File: src/rtl/imm_gen_stage_if.sv
// Stream bundle for imm_gen_stage: instruction beats in, decoded immediate beats out.
// The slave modport is the stage itself; master is whoever surrounds it.
interface imm_gen_stage_if #(
   parameter int XLEN  = 32,
   parameter int TAG_W = 8
);
   logic             in_valid;
   logic             in_ready;
   logic [31:0]      in_instr;
   logic [TAG_W-1:0] in_tag;
   logic             out_valid;
   logic             out_ready;
   logic [XLEN-1:0]  out_imm;
   logic [2:0]       out_fmt;
   logic [TAG_W-1:0] out_tag;

   modport master (
      output in_valid, in_instr, in_tag, out_ready,
      input  in_ready, out_valid, out_imm, out_fmt, out_tag
   );

   modport slave (
      input  in_valid, in_instr, in_tag, out_ready,
      output in_ready, out_valid, out_imm, out_fmt, out_tag
   );
endinterface

File: src/rtl/imm_gen_stage.sv
// RV immediate decoder with a registered output and a 2-entry skid buffer.
// Optional macro IMM_GEN_CSR_ZIMM_EN: decode csrr*i (opcode 115, funct3 5..7) as fmt Z.
module imm_gen_stage #(
   parameter int XLEN  = 32,
   parameter int TAG_W = 8
) (
   input logic           clk,
   input logic           rst,
   input logic           flush,
   imm_gen_stage_if.slave bus
);

   localparam logic [2:0] FMT_NONE = 3'd0;
   localparam logic [2:0] FMT_I    = 3'd1;
   localparam logic [2:0] FMT_S    = 3'd2;
   localparam logic [2:0] FMT_B    = 3'd3;
   localparam logic [2:0] FMT_U    = 3'd4;
   localparam logic [2:0] FMT_J    = 3'd5;
`ifdef IMM_GEN_CSR_ZIMM_EN
   localparam logic [2:0] FMT_Z    = 3'd6;
`endif

   if (XLEN != 32 && XLEN != 64) begin : g_bad_xlen
      $error("imm_gen_stage: XLEN must be 32 or 64");
   end
   if (TAG_W < 1) begin : g_bad_tag
      $error("imm_gen_stage: TAG_W must be at least 1");
   end

   logic [31:0]      instr;
   logic [31:0]      imm32;
   logic [2:0]       dec_fmt;
   logic [XLEN-1:0]  dec_imm;

   logic             m_valid;
   logic [XLEN-1:0]  m_imm;
   logic [2:0]       m_fmt;
   logic [TAG_W-1:0] m_tag;

   logic             k_valid;
   logic [XLEN-1:0]  k_imm;
   logic [2:0]       k_fmt;
   logic [TAG_W-1:0] k_tag;

   logic             rdy_q;
   logic             accept;
   logic             drain;

   assign instr = bus.in_instr;

   // The zero-extended Z immediate has bit 31 clear, so one sign-extending widen serves all formats.
   always_comb begin
      imm32   = 32'd0;
      dec_fmt = FMT_NONE;
      unique case (instr[6:0])
         7'd3, 7'd19, 7'd103: begin
            imm32   = {{20{instr[31]}}, instr[31:20]};
            dec_fmt = FMT_I;
         end
         7'd115: begin
`ifdef IMM_GEN_CSR_ZIMM_EN
            if (instr[14:12] >= 3'd5) begin
               imm32   = {27'd0, instr[19:15]};
               dec_fmt = FMT_Z;
            end else begin
               imm32   = {{20{instr[31]}}, instr[31:20]};
               dec_fmt = FMT_I;
            end
`else
            imm32   = {{20{instr[31]}}, instr[31:20]};
            dec_fmt = FMT_I;
`endif
         end
         7'd35: begin
            imm32   = {{20{instr[31]}}, instr[31:25], instr[11:7]};
            dec_fmt = FMT_S;
         end
         7'd99: begin
            imm32   = {{19{instr[31]}}, instr[31], instr[7], instr[30:25], instr[11:8], 1'b0};
            dec_fmt = FMT_B;
         end
         7'd55, 7'd23: begin
            imm32   = {instr[31:12], 12'd0};
            dec_fmt = FMT_U;
         end
         7'd111: begin
            imm32   = {{11{instr[31]}}, instr[31], instr[19:12], instr[20], instr[30:21], 1'b0};
            dec_fmt = FMT_J;
         end
         default: begin
            imm32   = 32'd0;
            dec_fmt = FMT_NONE;
         end
      endcase
   end

   assign dec_imm = XLEN'(signed'(imm32));

   assign accept = bus.in_valid & rdy_q;
   assign drain  = m_valid & bus.out_ready;

   // K only ever fills while M is held, so K is always the younger beat and refills M first.
   // rdy_q tracks !k_valid as its own flop so in_ready never sees combinational logic.
   always_ff @(posedge clk or posedge rst) begin
      if (rst) begin
         m_valid <= 1'b0;
         m_imm   <= '0;
         m_fmt   <= FMT_NONE;
         m_tag   <= '0;
         k_valid <= 1'b0;
         k_imm   <= '0;
         k_fmt   <= FMT_NONE;
         k_tag   <= '0;
         rdy_q   <= 1'b1;
      end else if (flush) begin
         m_valid <= 1'b0;
         k_valid <= 1'b0;
         rdy_q   <= 1'b1;
      end else if (!m_valid || drain) begin
         if (k_valid) begin
            m_valid <= 1'b1;
            m_imm   <= k_imm;
            m_fmt   <= k_fmt;
            m_tag   <= k_tag;
            k_valid <= 1'b0;
            rdy_q   <= 1'b1;
         end else if (accept) begin
            m_valid <= 1'b1;
            m_imm   <= dec_imm;
            m_fmt   <= dec_fmt;
            m_tag   <= bus.in_tag;
         end else begin
            m_valid <= 1'b0;
         end
      end else if (accept) begin
         k_valid <= 1'b1;
         k_imm   <= dec_imm;
         k_fmt   <= dec_fmt;
         k_tag   <= bus.in_tag;
         rdy_q   <= 1'b0;
      end
   end

   assign bus.in_ready  = rdy_q;
   assign bus.out_valid = m_valid;
   assign bus.out_imm   = m_imm;
   assign bus.out_fmt   = m_fmt;
   assign bus.out_tag   = m_tag;

endmodule

File: src/flat_wrapper.sv
// flat-port wrapper written by rule: the top's interface ports become plain ports
module imm_gen_stage_flat 
#(
   parameter int XLEN  = 32,
   parameter int TAG_W = 8
)
  (clk, rst, flush, bus_in_valid, bus_in_instr, bus_in_tag, bus_out_ready, bus_in_ready, bus_out_valid, bus_out_imm, bus_out_fmt, bus_out_tag);
  imm_gen_stage_if #(.XLEN(XLEN), .TAG_W(TAG_W)) bus_i ();
  input logic clk;
  input logic rst;
  input logic flush;
  input wire logic [$bits(bus_i.in_valid)-1:0] bus_in_valid;
  input wire logic [$bits(bus_i.in_instr)-1:0] bus_in_instr;
  input wire logic [$bits(bus_i.in_tag)-1:0] bus_in_tag;
  input wire logic [$bits(bus_i.out_ready)-1:0] bus_out_ready;
  output wire logic [$bits(bus_i.in_ready)-1:0] bus_in_ready;
  output wire logic [$bits(bus_i.out_valid)-1:0] bus_out_valid;
  output wire logic [$bits(bus_i.out_imm)-1:0] bus_out_imm;
  output wire logic [$bits(bus_i.out_fmt)-1:0] bus_out_fmt;
  output wire logic [$bits(bus_i.out_tag)-1:0] bus_out_tag;
  assign bus_i.in_valid = bus_in_valid;
  assign bus_i.in_instr = bus_in_instr;
  assign bus_i.in_tag = bus_in_tag;
  assign bus_i.out_ready = bus_out_ready;
  assign bus_in_ready = bus_i.in_ready;
  assign bus_out_valid = bus_i.out_valid;
  assign bus_out_imm = bus_i.out_imm;
  assign bus_out_fmt = bus_i.out_fmt;
  assign bus_out_tag = bus_i.out_tag;
  imm_gen_stage #(.XLEN(XLEN), .TAG_W(TAG_W)) u_core (.clk(clk), .rst(rst), .flush(flush), .bus(bus_i));
endmodule
File: config.mk
export PLATFORM = sky130hd
export DESIGN_NAME = imm_gen_stage_flat
export DESIGN_NICKNAME = d
export VERILOG_FILES = /design/src/rtl/imm_gen_stage_if.sv /design/src/rtl/imm_gen_stage.sv /design/src/flat_wrapper.sv
export SDC_FILE = /design/constraint.sdc
export NUM_CORES = 1
export LEC_CHECK = 0
export ABC_AREA = 1
export CAP_MARGIN = 10
export CORE_ASPECT_RATIO = 1.1
export CORE_MARGIN = 10
export CORE_UTILIZATION = 34
export CTS_BUF_LIST = sky130_fd_sc_hd__clkbuf_4 sky130_fd_sc_hd__clkbuf_8
export DETAILED_ROUTE_END_ITERATION = 12
export PLACE_DENSITY = 0.63
export SYNTH_ARGS = -nofsm -noshare
export SYNTH_HDL_FRONTEND = slang
export SYNTH_SLANG_ARGS = --single-unit
File: constraint.sdc
create_clock -name clk -period 3.5 [get_ports clk]
set_input_delay 0.7 -clock clk [delete_from_list [all_inputs] [get_ports clk]]
set_output_delay 0.7 -clock clk [all_outputs]
set_load 0.02 [all_outputs]
==> impl_results.md, run 1 <==
- Status: completed
- Post-synthesis sequential area ratio: 47.1%
- Die area: roughly 19000 um^2
- GR Overflow Total: 0
- CTS clk-pin slew, worst paths: about 0.09 ns
- Type of the worst setup path: primary input to flip-flop
- Met1 Use GR: 17.8%
- Max transition margin: 50.0%
- Max_cap viols: 0
- Port bufs: 89
- Share of cells above drive strength 1: 8.97%
- Core area: about 14000 um^2
- CTS tree: yes
- GP Congestion: 0.889
- Count leader, synth: nand2_1
- Vias per inst: around 4.8
- Worst-skew pair later-pin latency: 0.37 ns
- Antenna Cells: 0
- Hold buffer count at cts: 0
- Max Clk Rate: roughly 420 MHz
- Final setup fails: 0
- Worst slack at placement: roughly 0.76 ns
- Share of the synthesized area in the top cell type: 46.6%
- Clock Path Buffers: 2
- Post-synth EDFFs: 0
- Hold violation total from the final report: 0
- Final Skew: about 0.012 ns
- Number of global-route vias before repair: 4253
- Reg2Reg Capture Point: u_core.bus.out_tag[7]
- Initial antenna violation count: 0
- Hold Crit Class: flip-flop to flip-flop
- Initial core utilization: 34.4%
- Nets: 742
- Post-synthesis cell type count: 26
- Syn Area/Cell: 7.53 um^2
- Layout fillers: 1422
- Drt wl/cell: 14.7 um
- Top_reg_cell synth: dfrtp_1
- I/O Pins: 90
- Gr usage total: 13.9%
- Setup crit end kind: flip-flop
- Num CTS Buffers: 9
- Hold EP: u_core.bus.out_imm[21]
- Root Buffer: clkbuf_8
- Hold path start: u_core.bus.out_imm[21]
- Crit Path Max Fanout: 23
- Worst Setup Start Kind: primary input
- Setup slack, reg-to-reg: about 1.5 ns
- Gr busiest metal: met2
- R2R Path Start: u_core.k_valid
- DRC violations left: 0
- Synth area leaders: dfrtp_1 47%, nand2_1 16%, nor2_1 8.2%
- FP Rows: 45
- Unrepaired setup endpoints after global routing: false
- Area grow syn2layout: 25.2%
- Routed via count: 4245
- Post-DRT Antenna Nets: 0
- Final worst slack: 1.11 ns
- Routed WL: 13000 um
- Max Slew Vio Count: 0
- GR Util met2: between 20% and 30%
- Final period util: 68.4%
- Leading area contributor after synthesis: dfrtp_1
- First-pass GRT wire length: between 20000 and 25000 um
- Post-Synthesis Cells: ~630
- Multi-input combinational cell area: 2150 um^2
- Die width: about 130 um
- Largest net degree at the start of global routing: 70
- Gates resized, CTS repair: 0
- Hold path depth: 2
- Static leakage: 0.00299 uW
- Pwr Density: 455 nW/um^2
- Start point of the critical path: bus_in_instr[1]
- Critical path arrival: 2.68 ns
- Slew of the pin with the lowest slew margin: 0.747 ns
- Die Y: 144 um
- DPL Wire Length: 9270 um
- Critical Path RT: 3.79 ns
- Peak VDD IR: 160 uV
- Synth async-reset ratio: 100%
- TritonCTS Sinks: 89
- Synth Net Count: 673
- Period minus WS final: 2.39 ns
- Sum Neg Setup Slack: 0 ns
- CTS HTree Levels: 3
- Drt first pass iters: 4
- Register area: 2230 um^2
- Yosys reg bits: between 80 and 90
- Grt met3 use: 3.56%
- Top cells by count, synth: 205 x nand2_1, 103 x nor2_1, 88 x dfrtp_1, 75 x nand3_1, 37 x inv_1
- Yosys warnings: 0
- Mapped cell area: 4730 um^2
- Worst reg2reg path depth: 6
- Initial DRC count: 317
- Postcts setup bufs: 0
## flip-flops by register name (all words and copies together) (netlist names)
name                  flops
u_core.bus.in_ready       1
u_core.bus.out_fmt        3
u_core.bus.out_imm       32
u_core.bus.out_tag        8
u_core.bus.out_valid      1
u_core.k_fmt              3
u_core.k_imm             32
u_core.k_tag              8
u_core.k_valid            1
## per-stage QoR
step / cell area [um^2] / total power, uW / hold WS (ns) / instances / utilization (%)
after global routing: 5920 / 2860 / 0.510 / 890 / 43.1
after CTS: 5920 / 2730 / 0.486 / 890 / 43.1
after detailed placement: 5750 / 2070 / 0.464 / 874 / 41.8
after floorplan: 4730 / 1770 / 0.442 / 628 / -
final: 5920 / 2690 / 0.482 / 890 / 43.1
after global placement: 5750 / 2030 / 0.454 / 874 / 41.8
## layout make-up
class,count,share of cell area [%]
clock buffers,13,2.60
clock inverters,3,0.338
inverters,42,2.68
multi-input cells,460,36.3
flip-flops and latches,89,37.6
well taps,188,3.97
repair buffers,95,16.4
## worst max path at each step
stage,endpoint,slack [ns]
floorplan,u_core.bus.out_fmt[0],0.49
global placement,u_core.bus.out_imm[21],0.84
detailed placement,u_core.k_imm[0],0.76
CTS,u_core.k_imm[0],1.14
global route,u_core.k_imm[0],0.87
finish,u_core.bus.out_fmt[0],1.11
## critical path, cell delays in order
cell and delay (ns):
clkdlybuf4s50_1 0.47, nand2_2 0.12, nor2_4 0.45, nand2_2 0.15, nand2_1 0.41, o21ai_0 0.19
a21oi_1 0.18
## where the power goes
part           total (uW)  leakage [uW]  switching (uW)  internal (uW)
sequential           1370       0.00113             120           1250
combinational         669       0.00177             359            310
clock                 655     0.0000873             366            289
## per-layer routing
metal / routed length (um) / share of wire, %
met5: 0 / 0
met4: 346 / 2.7
met3: 755 / 5.8
met2: 6070 / 47
met1: 5870 / 45
## cell families after synthesis
group / Yosys count / share of synthesized area, %
compound gates: 62 / 10.1
buf+inv: 79 / 7.51
flops: 89 / 47.1
simple gates: 398 / 35.2
## cells in the final DEF (no fill, tap or decap), drive strengths merged
cell	netlist	final
clkinv	0	2
clkdlybuf4s50	0	89
dfrtp	88	88
buf	25	6
a21oi	14	14
a22o	1	1
clkbuf	12	13
nand2	212	212
inv	42	41
dfstp	1	1
o211ai	1	1
a31oi	34	34
nand3	77	77
nand4	1	1
nor2	108	108
o21ai	12	12
clkinvlp	0	2
Power figures use the tool's default switching activity.
==> run 2: changes to the inputs <==
==> constraint.sdc (replaced) <==
create_clock -name clk -period 2.22 [get_ports clk]
set_input_delay 0.444 -clock clk [delete_from_list [all_inputs] [get_ports clk]]
set_output_delay 0.444 -clock clk [all_outputs]
set_load 0.02 [all_outputs]
==> run 2 against run 1 <==
Against the previous run:
- critical endpoint is now bus_in_ready
- routed wire length fell by 0.16%
- via count grew 1.7%
- sequential power grew 57%
- clock skew barely moved
- hold slack got worse by 0.0037 ns
- die area unchanged
- combinational power up 60%
- non-clock buffer count is 13 higher
- cell area up 2.8%
- highest routed layer unchanged
- clock-buffer cell count shrank 1
==> impl_results.md, run 2 (synthesis results as in run 1) <==
- Status: completed
- Crit-path max cell delay: 0.61 ns (+0.14 ns)
- Nets: 755 (+1.8%)
- Gr usage total: 14.0% (+0.12 points)
- Final cell utilization of the core: 44.3% (+1.2 points)
- Setup crit end kind: primary output
- Gates resized, CTS repair: 0 (unchanged)
- Design area: 6090 um^2 (+2.8%)
- Hold Crit Class: flip-flop to flip-flop
- Area grow syn2layout: 28.8%
- Initial antenna violation count: 0 (unchanged)
- Initial DRC count: 448 (+41%)
- Max Clk Rate: ~510 MHz
- Critical path arrival: 1.53 ns (-1.15 ns)
- Largest net degree at the start of global routing: 70 (unchanged)
- TritonCTS Sinks: 89 (unchanged)
- I/O Pins: 90 (unchanged)
- GR Overflow Total: 0 (unchanged)
- Buf+Inv Stages, Crit Path: 1 (unchanged)
- Max_cap viols: 0 (unchanged)
- Postcts setup bufs: 0 (unchanged)
- Final period util: 89.0%
- Reg2Reg Capture Point: u_core.bus.out_imm[10]
- CTS clk-pin slew, worst paths: 0.09 ns (about the same)
- Initial core utilization: 34.4% (unchanged)
- Pwr Density: 727 nW/um^2 (+60%)
- Start point of the critical path: u_core.bus.in_ready
- Max Slew Vio Count: 0 (unchanged)
- Hold path depth: 2 (unchanged)
- Die width: 132 um (unchanged)
- Met1 Use GR: 18.3% (+0.56 points)
- Die Y: 144 um (unchanged)
- Post-DRT Antenna Nets: 0 (unchanged)
- Hold path start: u_core.k_tag[2]
- Gr busiest metal: met2
- CTS tree: yes
- Hold EP: u_core.k_tag[2]
- Setup slack, reg-to-reg: 0.66 ns (-0.86 ns)
- Routed via count: 4316 (+1.7%)
- Routed WL: 13000 um (-0.16%)
- Unrepaired setup endpoints after global routing: false
- Vias per inst: 4.78 (+0.21%)
- Drt first pass iters: 5 (+1)
- First-pass GRT wire length: 21900 um (+1.9%)
- Crit-path cells: clkdlybuf4s50_1
- Die area: 19000 um^2 (unchanged)
- Peak VDD IR: 318 uV (+99%)
- Sum Neg Setup Slack: 0 ns (unchanged)
- Core area: 13700 um^2 (unchanged)
- Port bufs: 89 (unchanged)
- Slew of the pin with the lowest slew margin: 0.725 ns (-0.0228 ns)
- DRC violations left: 0 (unchanged)
- Final Skew: 0.0120 ns (+0.0000192 ns)
- GP Congestion: 0.868 (-2.3%)
- Worst-skew pair later-pin latency: 0.37 ns (about the same)
- CP delay by family, top: buffers and inverters
- Share of cells above drive strength 1: 10.6% (+1.7 points)
- CTS HTree Levels: 3 (unchanged)
- Worst reg2reg path depth: 7 (+1)
- Placed cell area: 5870 um^2 (+2.2%)
- Hold buffer count at cts: 0 (unchanged)
- Grt met3 use: 3.00% (-0.56 points)
- Period minus WS final: 1.98 ns
- Max transition margin: 51.7% (+1.7 points)
- Crit Path Max Fanout: 3 (-87%)
- Root Buffer: clkbuf_8
- Overall Power: 4430 uW (+64%)
- Clock Path Buffers: 2 (unchanged)
- FP Rows: 45 (unchanged)
- Num CTS Buffers: 9 (unchanged)
- DPL Wire Length: 9440 um (+1.8%)
- Critical Path RT: 1.78 ns (-2.01 ns)
- Commonest non-fill, non-tap cell in the layout: nand2_1
- Worst Setup Start Kind: flip-flop
- GR Util met2: 22.2% (+0.40 points)
- Type of the worst setup path: flip-flop to primary output
- Most frequent cells in the layout: 204 x nand2_1, 103 x nor2_1, 89 x clkdlybuf4s50_1, 88 x dfrtp_1, 75 x nand3_1
- Final setup fails: 0 (unchanged)
- Slowest CP cell: clkdlybuf4s50_1
- Hold violation total from the final report: 0 (unchanged)
- Number of global-route vias before repair: 4256 (+0.071%)
- Drt wl/cell: 14.4 um (-1.6%)
- Antenna Cells: 0 (unchanged)
- Static leakage: 0.00308 uW (+3.1%)
- R2R Path Start: u_core.bus.in_ready
==> run 2: changes by cell type in the layout (fill, tap and decap cells not counted) <==
| cell | before | now |
|---|---|---|
| clkinvlp_4 | 2 | 3 |
| clkbuf_8 | 9 | 12 |
| clkbuf_4 | 4 | 0 |
| clkinv_2 | 2 | 1 |
| bufinv_16 | 0 | 1 |
| buf_4 | 3 | 14 |
| buf_12 | 3 | 5 |
==> run 2: where the power goes <==
part           internal (uW)  total, uW  switching (uW)
clock network            611       1210             595
registers               1970       2150             180
logic                    501       1070             572
==> run 2: final cells by class <==
| class | instances | area, um^2 |
|---|---|---|
| Fill cell | 1406 | 7650 |
| Sequential cell | 89 | 2230 |
| Multi-Input combinational cell | 460 | 2150 |
| Timing Repair Buffer | 108 | 1100 |
| Tap cell | 188 | 235 |
| Clock buffer | 12 | 165 |
| Inverter | 42 | 161 |
| Clock inverter | 4 | 50.0 |
==> run 2: how the worst max path moves through the flow <==
stage                             endpoint  cells after the start
floorplan            u_core.bus.out_fmt[0]                      1
global placement    u_core.bus.out_imm[31]                      9
detailed placement  u_core.bus.out_imm[20]                      9
CTS                           bus_in_ready                      1
global route        u_core.bus.out_imm[22]                      9
finish                        bus_in_ready                      1
==> run 2: stage by stage <==
step / worst slack (ns) / cells / hold slack, ns
finish: 0.244 / 903 / 0.479
floorplan: 0.741 / 628 / 0.442
CTS: 0.234 / 903 / 0.482
global route: 0.139 / 903 / 0.504
global placement: 0.000150 / 887 / 0.456
detailed placement: -0.0526 / 887 / 0.464
==> run 2: metal layers <==
metal / part of all wire, % / wire [um] / up-vias
met3: 4.9 / 635 / 16
met5: 0 / 0 / -
met4: 1.9 / 249 / 0
li1: - / - / 2166
met1: 46 / 5990 / 2028
met2: 47 / 6160 / 106
